$ cat src/rtl/regfile_scoreboard_if.sv
// Decode <-> register file bundle: read ports, issue, write-back,
// flush and debug read. master = decode side, slave = register file.
interface regfile_scoreboard_if #(
  parameter int DATA_W = 16,
  parameter int ADDR_W = 4,
  parameter int NUM_RD = 2
);
  logic [NUM_RD-1:0]        rd_en;
  logic [NUM_RD*ADDR_W-1:0] rd_addr;
  logic [NUM_RD*DATA_W-1:0] rd_data;
  logic [NUM_RD-1:0]        rd_ready;
  logic                     issue_valid;
  logic                     issue_wr;
  logic [ADDR_W-1:0]        issue_dst;
  logic                     issue_stall;
  logic                     wb_valid;
  logic [ADDR_W-1:0]        wb_addr;
  logic [DATA_W-1:0]        wb_data;
  logic                     flush;
  logic [ADDR_W-1:0]        dbg_addr;
  logic [DATA_W-1:0]        dbg_data;

  modport master (
    output rd_en, rd_addr, issue_valid, issue_wr, issue_dst,
    output wb_valid, wb_addr, wb_data, flush, dbg_addr,
    input  rd_data, rd_ready, issue_stall, dbg_data
  );

  modport slave (
    input  rd_en, rd_addr, issue_valid, issue_wr, issue_dst,
    input  wb_valid, wb_addr, wb_data, flush, dbg_addr,
    output rd_data, rd_ready, issue_stall, dbg_data
  );
endinterface

$ cat src/rtl/regfile_scoreboard.sv
// Decode-stage register file with pending-write scoreboard, write-back
// bypass and issue stall. Ports: clk, rst (async active-low), bus (slave).
module regfile_scoreboard #(
  parameter int DATA_W   = 16,
  parameter int ADDR_W   = 4,
  parameter int NUM_RD   = 2,
  parameter int ZERO_REG = 15,
  parameter int CNT_W    = 2
) (
  input logic                 clk,
  input logic                 rst,
  regfile_scoreboard_if.slave bus
);
  localparam int NREG = 2 ** ADDR_W;
  localparam logic [ADDR_W-1:0] ZR = ADDR_W'(ZERO_REG);
  localparam logic [CNT_W-1:0] CMAX = '1;
  localparam logic [CNT_W-1:0] ONE = CNT_W'(1);

  logic [DATA_W-1:0] reg_q [NREG];
  logic [DATA_W-1:0] reg_d [NREG];
  logic [CNT_W-1:0]  cnt_q [NREG];
  logic [CNT_W-1:0]  cnt_d [NREG];
  logic [DATA_W-1:0] dbg_q;
  logic [DATA_W-1:0] dbg_d;

  logic [ADDR_W-1:0]        ra [NUM_RD];
  logic [NUM_RD-1:0]        byp;
  logic [NUM_RD-1:0]        rdy;
  logic [NUM_RD*DATA_W-1:0] rdat;
  logic [NREG-1:0]          inc;
  logic [NREG-1:0]          dec;
  logic                     stall;
  logic                     accept;

  always_comb begin
    for (int i = 0; i < NUM_RD; i++) begin
      ra[i]  = bus.rd_addr[i*ADDR_W +: ADDR_W];
      byp[i] = bus.wb_valid && (bus.wb_addr == ra[i]);
    end
  end

  // Outputs are forced to their reset values while rst is low so a
  // write-back presented during reset cannot leak through the bypass.
  always_comb begin
    rdat = '0;
    rdy  = '1;
    if (rst) begin
      for (int i = 0; i < NUM_RD; i++) begin
        if (ra[i] != ZR) begin
          rdat[i*DATA_W +: DATA_W] =
            byp[i] ? bus.wb_data : reg_q[ra[i]];
          rdy[i] = (cnt_q[ra[i]] == '0) ||
                   ((cnt_q[ra[i]] == ONE) && byp[i]);
        end
      end
    end
  end

  always_comb begin
    stall = 1'b0;
    if (rst && bus.issue_valid) begin
      stall = |(bus.rd_en & ~rdy);
      if (bus.issue_wr && (bus.issue_dst != ZR) &&
          (cnt_q[bus.issue_dst] == CMAX))
        stall = 1'b1;
    end
  end

  assign accept = bus.issue_valid && !stall && !bus.flush;

  always_comb begin
    inc = '0;
    dec = '0;
    for (int r = 0; r < NREG; r++) begin
      reg_d[r] = reg_q[r];
      cnt_d[r] = cnt_q[r];
      inc[r] = accept && bus.issue_wr &&
               (bus.issue_dst == ADDR_W'(r));
      dec[r] = bus.wb_valid && (bus.wb_addr == ADDR_W'(r)) &&
               (cnt_q[r] != '0);
      if (bus.wb_valid && (bus.wb_addr == ADDR_W'(r)) &&
          (ADDR_W'(r) != ZR))
        reg_d[r] = bus.wb_data;
      if (bus.flush || (ADDR_W'(r) == ZR))
        cnt_d[r] = '0;
      else if (inc[r] && !dec[r])
        cnt_d[r] = cnt_q[r] + ONE;
      else if (dec[r] && !inc[r])
        cnt_d[r] = cnt_q[r] - ONE;
    end
  end

  always_comb begin
    dbg_d = '0;
    if (bus.dbg_addr != ZR)
      dbg_d = reg_q[bus.dbg_addr];
  end

  always_ff @(posedge clk or negedge rst) begin
    if (!rst) begin
      for (int r = 0; r < NREG; r++) begin
        reg_q[r] <= '0;
        cnt_q[r] <= '0;
      end
      dbg_q <= '0;
    end else begin
      for (int r = 0; r < NREG; r++) begin
        reg_q[r] <= reg_d[r];
        cnt_q[r] <= cnt_d[r];
      end
      dbg_q <= dbg_d;
    end
  end

  assign bus.rd_data     = rdat;
  assign bus.rd_ready    = rdy;
  assign bus.issue_stall = stall;
  assign bus.dbg_data    = dbg_q;
endmodule
$ cat src/flat_wrapper.sv
// flat-port wrapper written by rule: the top's interface ports become plain ports
module regfile_scoreboard_flat 
#(
  parameter int DATA_W   = 16,
  parameter int ADDR_W   = 4,
  parameter int NUM_RD   = 2,
  parameter int ZERO_REG = 15,
  parameter int CNT_W    = 2
)
  (clk, rst, bus_rd_en, bus_rd_addr, bus_issue_valid, bus_issue_wr, bus_issue_dst, bus_wb_valid, bus_wb_addr, bus_wb_data, bus_flush, bus_dbg_addr, bus_rd_data, bus_rd_ready, bus_issue_stall, bus_dbg_data);
  regfile_scoreboard_if #(.DATA_W(DATA_W), .ADDR_W(ADDR_W), .NUM_RD(NUM_RD)) bus_i ();
  input logic clk;
  input logic rst;
  input wire logic [$bits(bus_i.rd_en)-1:0] bus_rd_en;
  input wire logic [$bits(bus_i.rd_addr)-1:0] bus_rd_addr;
  input wire logic [$bits(bus_i.issue_valid)-1:0] bus_issue_valid;
  input wire logic [$bits(bus_i.issue_wr)-1:0] bus_issue_wr;
  input wire logic [$bits(bus_i.issue_dst)-1:0] bus_issue_dst;
  input wire logic [$bits(bus_i.wb_valid)-1:0] bus_wb_valid;
  input wire logic [$bits(bus_i.wb_addr)-1:0] bus_wb_addr;
  input wire logic [$bits(bus_i.wb_data)-1:0] bus_wb_data;
  input wire logic [$bits(bus_i.flush)-1:0] bus_flush;
  input wire logic [$bits(bus_i.dbg_addr)-1:0] bus_dbg_addr;
  output wire logic [$bits(bus_i.rd_data)-1:0] bus_rd_data;
  output wire logic [$bits(bus_i.rd_ready)-1:0] bus_rd_ready;
  output wire logic [$bits(bus_i.issue_stall)-1:0] bus_issue_stall;
  output wire logic [$bits(bus_i.dbg_data)-1:0] bus_dbg_data;
  assign bus_i.rd_en = bus_rd_en;
  assign bus_i.rd_addr = bus_rd_addr;
  assign bus_i.issue_valid = bus_issue_valid;
  assign bus_i.issue_wr = bus_issue_wr;
  assign bus_i.issue_dst = bus_issue_dst;
  assign bus_i.wb_valid = bus_wb_valid;
  assign bus_i.wb_addr = bus_wb_addr;
  assign bus_i.wb_data = bus_wb_data;
  assign bus_i.flush = bus_flush;
  assign bus_i.dbg_addr = bus_dbg_addr;
  assign bus_rd_data = bus_i.rd_data;
  assign bus_rd_ready = bus_i.rd_ready;
  assign bus_issue_stall = bus_i.issue_stall;
  assign bus_dbg_data = bus_i.dbg_data;
  regfile_scoreboard #(.DATA_W(DATA_W), .ADDR_W(ADDR_W), .NUM_RD(NUM_RD), .ZERO_REG(ZERO_REG), .CNT_W(CNT_W)) u_core (.clk(clk), .rst(rst), .bus(bus_i));
endmodule
$ cat config.mk
export PLATFORM = sky130hd
export DESIGN_NAME = regfile_scoreboard_flat
export DESIGN_NICKNAME = d
export VERILOG_FILES = /design/src/rtl/regfile_scoreboard_if.sv /design/src/rtl/regfile_scoreboard.sv /design/src/flat_wrapper.sv
export SDC_FILE = /design/constraint.sdc
export NUM_CORES = 1
export LEC_CHECK = 0
export BUFFER_PORTS_ARGS = -buffer_cell sky130_fd_sc_hd__buf_2
export CORE_AREA = 4 4 187 189
export CTS_CLUSTER_SIZE = 28
export DETAILED_ROUTE_END_ITERATION = 10
export DIE_AREA = 0 0 191 193
export GPL_TIMING_DRIVEN = 0
export PLACE_DENSITY = 0.84
export SETUP_SLACK_MARGIN = 0.05
export SYNTH_ARGS = -nofsm -noshare
export SYNTH_HDL_FRONTEND = slang
export SYNTH_SLANG_ARGS = --single-unit
$ cat constraint.sdc
create_clock -name clk -period 4.5 [get_ports clk]
set_clock_uncertainty 0.05 [all_clocks]
set_input_delay 0.675 -clock clk [delete_from_list [all_inputs] [get_ports clk]]
set_output_delay 0.675 -clock clk [all_outputs]
set_load 0.01 [all_outputs]
**After elaboration in Yosys (flattened, before gate mapping)**

Cells that the tools add are included.

- Flip-flop bits (word level): 286
- Input port bits: 44
- Logic and storage cells: 336
- Output and inout port bits: 51

- Bitwise operators: 6
- Equality and inequality tests: 37
- $lt $le $gt $ge: 4
- Mux-type cells: 74
- Reductions and logical operators: 154
- Add/subtract/negate cells: 30

Operator list:

| kind | count |
|---|---|
| $bmux 16 s4 | 3 |
| $mux 16 | 11 |
| $mux 2 | 52 |
| $logic_and 1x1->1 | 85 |
| $eq 4x4->1 const B | 14 |
| $reduce_bool 3->1 | 15 |
| $eq 4x3->1 const B | 8 |
| $logic_not 1->1 | 32 |
| $mux 32 | 1 |
| $add 2x1->2 const B | 15 |
| $reduce_bool 2->1 | 15 |
| $sub 2x1->2 const B | 15 |
| $bmux 2 s4 | 3 |
| $ge 5x5->1 const B | 4 |
| $not 4->5 | 4 |
| $eq 4x2->1 const B | 4 |
| $ne 4x4->1 const B | 4 |
| $eq 4x1->1 const B | 2 |
| $eq 4x4->1 | 2 |
| $logic_not 4->1 | 2 |
| $eq 2x1->1 const B | 2 |
| $logic_not 2->1 | 2 |
| $mux 1 | 4 |
| $and 2x2->2 | 1 |
| 4 further kinds | 5 |

**Depth between registers and ports, before layout**

Gate-level depths: netlist (run 1).

- Word-level depth: 24
- Gate-level depth with buffers: 13
- Mapped depth without buffers: 9

**Worst setup path after synthesis (run 1)**

OpenSTA, ideal clock, no wires.

- Path kind: input to output
- Start: input port bus_rd_addr[4]
- End: output port bus_rd_data[21]
- Arrival: 3260 ps
- Stages: 8
- Slack: 515 ps
- Data required time: 3775 ps
- Path buffers: 4
- Cell sequence: clkbuf_1 clkbuf_1 buf_2 buf_1 mux4_2 mux4_2 mux2i_1 nor2_1

- Longest elaborated chain between the ends: 7
- Elaborated cells between the ends (all ways): 10
- Those cells by class: 2 x eq/ne; 6 x mux; 1 x bitwise; 1 x reduce/logical

RTL lines:

| item | RTL line | source |
|---|---|---|
| from (decl) | flat_wrapper.sv:15 | `input wire logic [$bits(bus_i.rd_addr)-1:0] bus_rd_addr;` |
| $not 4->5 (implied by the code) | regfile_scoreboard.sv:51 | `byp[i] ? bus.wb_data : reg_q[ra[i]];` |
| $bmux 16 s4 | regfile_scoreboard.sv:51 |  |
| $mux 16 (implied by the code) (2 in series) | regfile_scoreboard.sv:51 |  |
| $mux 16 | regfile_scoreboard.sv:51 |  |
| $mux 16 * | regfile_scoreboard.sv:49 | `if (ra[i] != ZR) begin` |
| $mux 32 * | regfile_scoreboard.sv:47 | `if (rst) begin` |
| to (decl) | flat_wrapper.sv:24 | `output wire logic [$bits(bus_i.rd_data)-1:0] bus_rd_data;` |

Every way passes the cells marked *; elsewhere a longest branch is shown, timed or not. The select of a mux whose other input is x is not followed.

**Worst setup path in the final report (run 1)**

- Start: input port bus_rd_addr[5]
- End: output port bus_rd_data[16]

Same word-level chain as after synthesis.

==> summary.txt, run 1 <==
Synth
  • Average size of a mapped cell: 11.8 sq um
  • Post-synth ARST share: 1.00
  • Synth unique cells: 54
  • Yosys warnings: 0
  • Synth Register Bits: 286
  • Largest cells by area after synthesis: dfrtp_1 39%, mux4_2 25%, mux2_2 10%, nand2_1 6.7%, mux2i_1 4.8%
  • Synth area leader: dfrtp_1
  • EDFF count, synth: 0
  • Mapped Nets: 1584
  • Ys flop type: dfrtp_1
  • Mapped cell area: 0.0182 sq mm
  • Post-Synthesis Cells: 1540
  • Sequential area share after synthesis: 0.393
  • Synth top area share: 0.393

STA
  • Worst-Margin Slew: 1380 ps
  • Max-slew headroom: 0.0794
  • Final min period: 4400 ps
  • Setup-failing EPs final: 0
  • Unrepaired setup endpoints after global routing: no
  • Setup TNS: 0 ps
  • Fin Hold WS: -13.9 ps
  • Final worst slack: 96.1 ps
  • Final period util: 0.979
  • Final slew viol count: 0
  • Max Clock Freq: 227 MHz
  • Final hold vios: 5

Cells and area
  • Synth-to-layout area growth: 11.7%
  • Layout Cell Area excl Fill: 0.0203 sq mm
  • Final std cells w/o fill: 2129
  • Nets: 1702
  • Layout cell share with drive strength beyond 1: 0.330

Detailed routing
  • Iteration count of the initial detailed-routing pass: 7
  • Wire per inst: 28.6 um
  • Vias/cell: 7.01
  • Vias: 14921
  • 1st-iter DRT viols: 2684
  • Post-DRT Antenna Nets: 0
  • Total wire length: 60.9 mm
  • Drc violations: 0

Die
  • I/O Pins: 95
  • Core ar.: 0.0333 sq mm
  • Die Y-Extent: 193 um
  • Initial Util: 0.547
  • Row cnt: 67
  • Width of the die: 191 um
  • Die area: 0.0369 sq mm

Global route
  • First-pass GRT wire length: 90.3 mm
  • GRT Residual Overflow: 0
  • Largest net degree at the start of global routing: 124
  • Initial antenna violation count: 5
  • Vias in the first global route: 14591
  • Tot GR Track Use: 0.328

Worst setup path
  • Critical Path AT: 3680 ps
  • Critical-path cell list: buf_2 -> clkbuf_2 -> clkbuf_2 -> clkbuf_2 -> mux2i_1 -> o21ai_0 -> mux4_2 -> mux2i_1 -> nor2_1 -> buf_2
  • Slowest CP cell: clkbuf_2
  • Crit path required time: 3770 ps
  • Critical Path Start Type: primary input
  • Critical path type: primary input to output port
  • CP top delay family: buffers and inverters
  • Critical path peak fanout: 10
  • Most used cell, CP: clkbuf_2
  • WP buf/inv: 5
  • Crit. End Element: output port
  • CP max stage delay: 480 ps

Clock tree
  • Clock latency on the worst-skew pair: 580 ps
  • CTS tree: done
  • CTS H-Tree Depth: 1
  • # clock sinks: 286
  • Cts hold-fix bufs: 0
  • Postcts setup bufs: 0
  • Clock buffer count from CTS: 30
  • Clock buffer depth: 3
  • CTS clk-pin slew, worst paths: 60 ps
  • Root buf cell: clkbuf_16

Place
  • Placed cell count: 2074
  • Placement Cell Area: 0.0192 sq mm
  • Port buffer count: 84
  • Placer Congestion: 1.06
  • Setup WS pre-CTS: -580 ps
  • DP Wirelength: 43.4 mm

Pwr
  • Maximum VDD drop: 307 uV
  • PD cells: 420 mW/mm^2
  • Leak: 0.00856 uW

Status
  • Status: finished, violations left
  • Violations in the final reports: negative hold slack

Hold path
  • Min-Delay Path Class: primary input to asynchronous set/reset pin

Flow run
  • Total of max-cap violations: 0
power breakdown:
| group | switching, uW | total (uW) | internal (uW) |
|---|---|---|---|
| combinational | 1100 | 2330 | 1240 |
| clock | 1080 | 2580 | 1500 |
| sequential | 521 | 3620 | 3100 |
| total | 2690 | 8530 | 5840 |
cell usage in the layout (no fill, tap or decap), drive strengths merged, types with 9 or more instances in the layout:
master | Yosys | final
a211oi | 10 | 10
a21oi | 29 | 29
buf | 34 | 109
clkbuf | 99 | 147
clkinv | 1 | 9
dfrtp | 286 | 286
inv | 16 | 16
mux2 | 164 | 164
mux2i | 88 | 88
mux4 | 204 | 204
nand2 | 325 | 325
nand3 | 18 | 18
nor2 | 79 | 79
nor2b | 11 | 11
nor3b | 9 | 9
o21ai | 77 | 77
xor2 | 16 | 16
final timing paths:
check                                                to  slack (ps)  cells past startpoint                    startpoint
setup / recovery                        bus_rd_data[16]         100                     10                bus_rd_addr[5]
hold / removal             u_core.cnt_q[30]$_DFFE_PN0P_         -10                      1                           rst
setup reg to reg           u_core.cnt_q[15]$_DFFE_PN0P_        1000                     10   u_core.cnt_q[3]$_DFFE_PN0P_
hold reg to reg            u_core.reg_q[67]$_DFFE_PN0P_         480                      2  u_core.reg_q[67]$_DFFE_PN0P_
max in group asynchronous  u_core.reg_q[25]$_DFFE_PN0P_        2960                      3                           rst
min in group clk           u_core.cnt_q[29]$_DFFE_PN0P_         410                      3                     bus_flush
per-stage QoR:
stage,total power (uW),utilization,hold slack (ps)
floorplan,5040,-,329
global placement,5700,0.576,440
detailed placement,5850,0.578,455
CTS,8400,0.610,24.6
global route,8770,0.611,49.6
finish,8530,0.611,-13.9
kinds of logic after synthesis:
family	after synthesis	share of synthesized area
simple gates	484	0.115
xor+xnor	23	0.0111
mux	456	0.402
compound gates	141	0.0461
flops	286	0.393
buf+inv	150	0.0328
flip-flops by register name, summed over array words and instances (netlist names):
register	count
u_core.bus.dbg_data	16
u_core.cnt_q	30
u_core.reg_q	240
per-layer routing:
layer / GRT usage / part of all wire / vias to the layer above
met5: 0 / 0.00049 / -
met4: 0.117 / 0.042 / 4
met3: 0.128 / 0.16 / 199
met2: 0.496 / 0.45 / 1258
met1: 0.437 / 0.35 / 7519
li1: - / - / 5941
worst register-to-register path, cell delays in order (launching register included):
cell	delay, ps
dfrtp_1	350
clkbuf_1	200
mux2_1	330
mux4_2	530
mux2i_1	160
a21oi_1	110
and4_1	290
o31a_4	340
nor2_1	290
o21ai_0	130
a2111oi_0	550
final cells by class:
| type | count | area [sq um] |
|---|---|---|
| Fill cell | 2498 | 12900 |
| Multi-Input combinational cell | 1104 | 10400 |
| Sequential cell | 286 | 7160 |
| Clock buffer | 42 | 867 |
| Buffer | 133 | 613 |
| Tap cell | 448 | 561 |
| Timing Repair Buffer | 86 | 485 |
| Clock inverter | 11 | 130 |
| Inverter | 17 | 63.8 |
| Antenna cell | 2 | 5.00 |
cell usage after synthesis (all sizes together) (2+ instances only):
library cell,count
dfrtp,286
and4,5
clkbuf,99
a41o,5
nor3,5
a211oi,10
o21ai,77
a2111oi,7
nor2b,11
xnor2,7
nand3,18
and3,6
o22ai,2
nand4,4
or2,3
nor2,79
mux2,164
nor3b,9
o31ai,2
nor4b,2
nand2b,7
inv,16
buf,34
a21oi,29
xor2,16
mux2i,88
nor4,7
nand2,325
mux4,204
timing repair:
| action | 4_1_cts | 5_1_grt |
|---|---|---|
| resized for setup | 42 | 16 |
| pin swaps | 0 | 0 |
| endpoints found under the setup margin | 32 | 31 |
Note: power is estimated with default switching activity, not from simulation.
==> run 2: changes to the inputs <==
==> constraint.sdc (replaced) <==
create_clock -name clk -period 5.6 [get_ports clk]
set_clock_uncertainty 0.05 [all_clocks]
set_input_delay 0.84 -clock clk [delete_from_list [all_inputs] [get_ports clk]]
set_output_delay 0.84 -clock clk [all_outputs]
set_load 0.01 [all_outputs]
==> summary.txt, run 2 (synthesis gave the netlist of run 1 again) <==
STA
  • Final min period: 5700 ps
  • Final worst slack: -101 ps (was 96.1 ps)
  • Unrepaired setup endpoints after global routing: no (unchanged)
  • Max Clock Freq: 175 MHz
  • Final period util: 1.02
  • Setup TNS: -101 ps (was 0 ps)
  • Worst-Margin Slew: 1400 ps (was 1380 ps)
  • Final slew viol count: 0 (unchanged)
  • Setup-failing EPs final: 1 (was 0)
  • Max-slew headroom: 0.0663 (was 0.0794)
  • Final hold vios: 0 (was 5)

Clock tree
  • CTS tree: done (unchanged)
  • CTS clk-pin slew, worst paths: 60 ps (about the same)
  • Cts hold-fix bufs: 0 (unchanged)
  • # clock sinks: 286 (unchanged)
  • Post-CTS sizing: 0 (was 42)
  • Clock buffer depth: 3 (unchanged)
  • Clock buffer count from CTS: 30 (unchanged)
  • Root buf cell: clkbuf_16 (unchanged)
  • Postcts setup bufs: 0 (unchanged)
  • CTS H-Tree Depth: 1 (unchanged)
  • Clock latency on the worst-skew pair: 580 ps (about the same)

Worst setup path
  • Crit. End Element: output port (unchanged)
  • Critical path peak fanout: 10 (unchanged)
  • RR Startpoint: u_core.cnt_q[3]$_DFFE_PN0P_ (unchanged)
  • Critical Path AT: 4810 ps (was 3680 ps)
  • Critical path type: primary input to output port (unchanged)
  • Reg-to-reg endpoint: u_core.cnt_q[15]$_DFFE_PN0P_ (unchanged)
  • Reg2reg path depth: 10 (unchanged)
  • Crit path required time: 4710 ps (was 3770 ps)
  • Reg2Reg Setup Slack: 2150 ps (was 1000 ps)
  • Critical Path Start Type: primary input (unchanged)

Detailed routing
  • Post-DRT Antenna Nets: 0 (unchanged)
  • Vias/cell: 7.00 (was 7.01)
  • 1st-iter DRT viols: 2502 (was 2684)
  • Wire per inst: 28.6 um (about the same)
  • Drc violations: 0 (unchanged)
  • Vias: 14888 (was 14921)
  • Iteration count of the initial detailed-routing pass: 6 (was 7)
  • Total wire length: 60.8 mm (was 60.9 mm)

Cells and area
  • Leading cell type in the layout, fill and taps excluded: nand2_1 (unchanged)
  • Commonest non-fill, non-tap cells in the layout: 325 x nand2_1, 286 x dfrtp_1, 204 x mux4_2 (unchanged)
  • Max reg flops: 240 (unchanged)
  • Largest register by flop count: u_core.reg_q (unchanged)
  • # fillers: 2505 (was 2498)
  • Nets: 1702 (unchanged)
  • Synth-to-layout area growth: 11.3% (was 11.7%)
  • Layout cell share with drive strength beyond 1: 0.313 (was 0.330)

Global route
  • Largest net degree at the start of global routing: 124 (unchanged)
  • Initial antenna violation count: 5 (unchanged)
  • Tot GR Track Use: 0.327 (was 0.328)
  • First-pass GRT wire length: 90.3 mm (about the same)
  • Vias in the first global route: 14606 (was 14591)
  • GRT Residual Overflow: 0 (unchanged)

Die
  • Die Y-Extent: 193 um (unchanged)
  • Row cnt: 67 (unchanged)
  • Core ar.: 0.0333 sq mm (unchanged)
  • Initial Util: 0.547 (unchanged)
  • Die area: 0.0369 sq mm (unchanged)
  • Width of the die: 191 um (unchanged)
  • I/O Pins: 95 (unchanged)

Status
  • Status: finished, violations left (unchanged)
  • Violations in the final reports: negative setup slack (was negative hold slack)

Place
  • DP Wirelength: 43.4 mm (unchanged)
  • Setup WS pre-CTS: 190 ps (was -580 ps)
  • Placer Congestion: 1.06 (unchanged)
  • Port buffer count: 84 (unchanged)

Pwr
  • PD cells: 338 mW/mm^2 (was 420 mW/mm^2)
  • Leak: 0.00847 uW (was 0.00856 uW)
  • Maximum VDD drop: 248 uV (was 307 uV)

Flow run
  • Total of max-cap violations: 0 (unchanged)

Hold path
  • Min-Delay Path Class: primary input to asynchronous set/reset pin (unchanged)
run 2: changes by cell type in the layout (fill, tap and decap cells not counted):
cell / delta
clkbuf_1: +18
clkbuf_2: -18
buf_1: +9
clkdlybuf4s15_2: -5
clkbuf_4: -3
buf_2: -1
buf_4: -1
clkdlybuf4s15_1: +1
diode_2: -1
run 2: worst max-delay path by stage:
| stage | slack [ps] | end | startpoint |
|---|---|---|---|
| floorplan | 1280 | bus_rd_data[21] | bus_rd_addr[4] |
| global placement | -4160 | bus_issue_stall | rst |
| detailed placement | 190 | bus_rd_data[23] | bus_rd_addr[4] |
| CTS | 180 | bus_rd_data[23] | bus_rd_addr[4] |
| global route | 70 | bus_rd_data[29] | bus_rd_addr[4] |
| finish | -100 | bus_rd_data[16] | bus_rd_addr[5] |
run 2: final cells by class:
type | instances | area [sq um] | area share
clock buffers | 42 | 867 | 0.0428
repair buffers | 86 | 485 | 0.0240
well taps | 448 | 561 | 0.0277
flip-flops and latches | 286 | 7160 | 0.353
multi-input cells | 1104 | 10400 | 0.516
diodes | 1 | 2.50 | 0.000124
inverters | 17 | 63.8 | 0.00315
clock inverters | 11 | 130 | 0.00642
plain buffers | 133 | 543 | 0.0268
run 2: critical path: stages:
cell	delay, ps
buf_2	250
clkbuf_1	500
clkbuf_1	730
clkbuf_1	790
mux2i_1	200
o21ai_0	500
mux4_2	350
mux2i_1	70
nor2_1	340
buf_2	210
run 2: where the power goes:
group          internal, uW  switching (uW)
logic                   991             881
clock network          1210             862
registers              2490             417
run 2: routing by layer:
| metal | share of wire | GRT usage | vias up | routed length (um) |
|---|---|---|---|---|
| met1 | 0.35 | 0.438 | 7504 | 21500 |
| met4 | 0.043 | 0.119 | 6 | 2620 |
| met5 | 0.00077 | 0 | - | 47 |
| li1 | - | - | 5927 | - |
| met3 | 0.16 | 0.129 | 222 | 9530 |
| met2 | 0.44 | 0.492 | 1229 | 27000 |
run 2: per-stage QoR:
stage	utilization	hold slack (ps)	cell area, sq um	instances	power, uW
2_1_floorplan	-	424	18200	1540	4050
3_3_place_gp	0.576	440	19200	2072	4580
3_5_place_dp	0.578	455	19200	2074	4700
4_1_cts	0.608	190	20200	2127	6750
5_1_grt	0.609	212	20300	2128	7050
6_report	0.609	156	20300	2128	6850
==> run 3: changes to the inputs <==
--- a/config.mk
+++ b/config.mk
@@ -11,7 +11,7 @@
 export DETAILED_ROUTE_END_ITERATION = 10
 export DIE_AREA = 0 0 191 193
 export GPL_TIMING_DRIVEN = 0
-export PLACE_DENSITY = 0.84
+export PLACE_DENSITY = 0.87
 export SETUP_SLACK_MARGIN = 0.05
 export SYNTH_ARGS = -nofsm -noshare
 export SYNTH_HDL_FRONTEND = slang
==> constraint.sdc (replaced) <==
create_clock -name clk -period 4.6 [get_ports clk]
set_clock_uncertainty 0.05 [all_clocks]
set_input_delay 0.69 -clock clk [delete_from_list [all_inputs] [get_ports clk]]
set_output_delay 0.69 -clock clk [all_outputs]
set_load 0.01 [all_outputs]
==> summary.txt, run 3 (synthesis gave the netlist of run 1 again) <==
STA
  • Fin Hold WS: 64.5 ps (was 156 ps)
  • Final hold vios: 0 (unchanged)
  • Max Clock Freq: 217 MHz
  • Final slew viol count: 0 (unchanged)
  • Final min period: 4600 ps
  • Unrepaired setup endpoints after global routing: no (unchanged)
  • Setup-failing EPs final: 1 (unchanged)
  • Final period util: 1.00
  • Final worst slack: -2.12 ps (was -101 ps)
  • Worst-Margin Slew: 1250 ps (was 1400 ps)
  • Max-slew headroom: 0.163 (was 0.0663)

Die
  • Die area: 0.0369 sq mm (unchanged)
  • I/O Pins: 95 (unchanged)
  • Row cnt: 67 (unchanged)
  • Width of the die: 191 um (unchanged)
  • Core ar.: 0.0333 sq mm (unchanged)
  • Initial Util: 0.547 (unchanged)
  • Die Y-Extent: 193 um (unchanged)

Detailed routing
  • Drc violations: 0 (unchanged)
  • Total wire length: 60.8 mm (about the same)
  • Vias/cell: 6.98 (was 7.00)
  • Post-DRT Antenna Nets: 0 (unchanged)
  • Wire per inst: 28.5 um (was 28.6 um)
  • Iteration count of the initial detailed-routing pass: 6 (unchanged)
  • Vias: 14875 (was 14888)
  • 1st-iter DRT viols: 2475 (was 2502)

Clock tree
  • CTS H-Tree Depth: 1 (unchanged)
  • CTS tree: done (unchanged)
  • Clock latency on the worst-skew pair: 570 ps (was 580 ps)
  • CTS clk-pin slew, worst paths: 60 ps (about the same)
  • Cts hold-fix bufs: 0 (unchanged)
  • Clock buffer count from CTS: 30 (unchanged)
  • # clock sinks: 286 (unchanged)
  • Root buf cell: clkbuf_16 (unchanged)
  • Clock buffer depth: 3 (unchanged)

Pwr
  • Maximum VDD drop: 331 uV (was 248 uV)
  • Leak: 0.00861 uW (was 0.00847 uW)
  • PD cells: 427 mW/mm^2 (was 338 mW/mm^2)

Flow run
  • Total of max-cap violations: 0 (unchanged)

Cells and area
  • Nets: 1700 (was 1702)
  • Leading cell type in the layout, fill and taps excluded: nand2_1 (unchanged)
  • Synth-to-layout area growth: 12.7% (was 11.3%)
  • Final std cells w/o fill: 2132 (was 2128)
  • Layout cell share with drive strength beyond 1: 0.329 (was 0.313)
  • Max reg flops: 240 (unchanged)
  • Commonest non-fill, non-tap cells in the layout: 325 x nand2_1, 286 x dfrtp_1, 204 x mux4_2 (unchanged)
  • Largest register by flop count: u_core.reg_q (unchanged)

Global route
  • Initial antenna violation count: 2 (was 5)
  • Largest net degree at the start of global routing: 119 (was 124)
  • First-pass GRT wire length: 90.6 mm (was 90.3 mm)
  • Tot GR Track Use: 0.327 (about the same)
  • Vias in the first global route: 14803 (was 14606)
  • GRT Residual Overflow: 0 (unchanged)

Worst setup path
  • Critical path peak fanout: 10 (unchanged)
  • Critical Path Start Type: primary input (unchanged)
  • Crit. End Element: output port (unchanged)
  • Crit path required time: 3860 ps (was 4710 ps)
  • Critical path type: primary input to output port (unchanged)
  • Critical Path AT: 3860 ps (was 4810 ps)

Status
  • Status: finished, violations left (unchanged)
  • Violations in the final reports: negative setup slack (unchanged)

Hold path
  • Min-Delay Path Class: primary input to asynchronous set/reset pin (unchanged)

Place
  • Placed cell count: 2074 (unchanged)
  • Placer Congestion: 1.01 (was 1.06)
  • DP Wirelength: 42.9 mm (was 43.4 mm)
  • Port buffer count: 84 (unchanged)
-- run 3: metal layers --
metal | vias to the layer above | part of all wire | global-route usage
li1 | 5943 | - | -
met1 | 7375 | 0.35 | 0.423
met2 | 1289 | 0.45 | 0.501
met3 | 268 | 0.15 | 0.119
met4 | 0 | 0.053 | 0.149
met5 | - | 0 | 0.00398
-- run 3: repair_timing --
item | in CTS | in global routing
setup endpoints to repair | 32 | 27
buffers inserted | 0 | 0
resized for setup | 40 | 10
-- run 3: critical path, stage by stage --
cell and delay [ps]:
buf_2 250, clkbuf_1 470, clkbuf_2 430, clkbuf_2 450, mux2i_1 140, o21ai_0 490
mux4_2 360, mux2i_1 60, nor2_1 300, buf_2 200
-- run 3: worst paths after layout --
path | slack, ps | startpoint | depth (start not counted) | to
hold reg to reg | 470 | u_core.reg_q[131]$_DFFE_PN0P_ | 2 | u_core.reg_q[131]$_DFFE_PN0P_
hold / removal | 60 | rst | 1 | u_core.cnt_q[21]$_DFFE_PN0P_
min in group clk | 410 | bus_wb_data[8] | 2 | u_core.reg_q[24]$_DFFE_PN0P_
setup / recovery | -2 | bus_rd_addr[5] | 10 | bus_rd_data[31]
setup reg to reg | 950 | u_core.cnt_q[3]$_DFFE_PN0P_ | 10 | u_core.cnt_q[25]$_DFFE_PN0P_
max in group asynchronous | 3360 | rst | 2 | u_core.bus.dbg_data[11]$_DFF_PN0_
-- run 3: area by class of cell --
class                   count  area [sq um]
diodes                      4          10.0
plain buffers             131           612
well taps                 448           561
flip-flops and latches    286          7160
fillers                  2397         12800
clock buffers              38           821
multi-input cells        1104         10400
inverters                  17          63.8
repair buffers             86           485
clock inverters            18           360
-- run 3: power by group --
group / total [uW] / internal (uW) / switching (uW)
sequential: 3560 / 3030 / 532
combinational: 2280 / 1210 / 1070
clock: 2920 / 1820 / 1100
total: 8760 / 6060 / 2700
-- run 3: through the flow --
stage,setup TNS [ps],area [sq um],total power (uW),setup slack (ps),utilization
after floorplan,0,18200,4930,585,-
after global routing,0,20500,9000,53.1,0.616
after global placement,-981660,19200,5560,-4880,0.576
after detailed placement,-9750,19200,5720,-539,0.578
final,-2.12,20500,8760,-2.12,0.617
after CTS,0,20500,8630,70.4,0.616
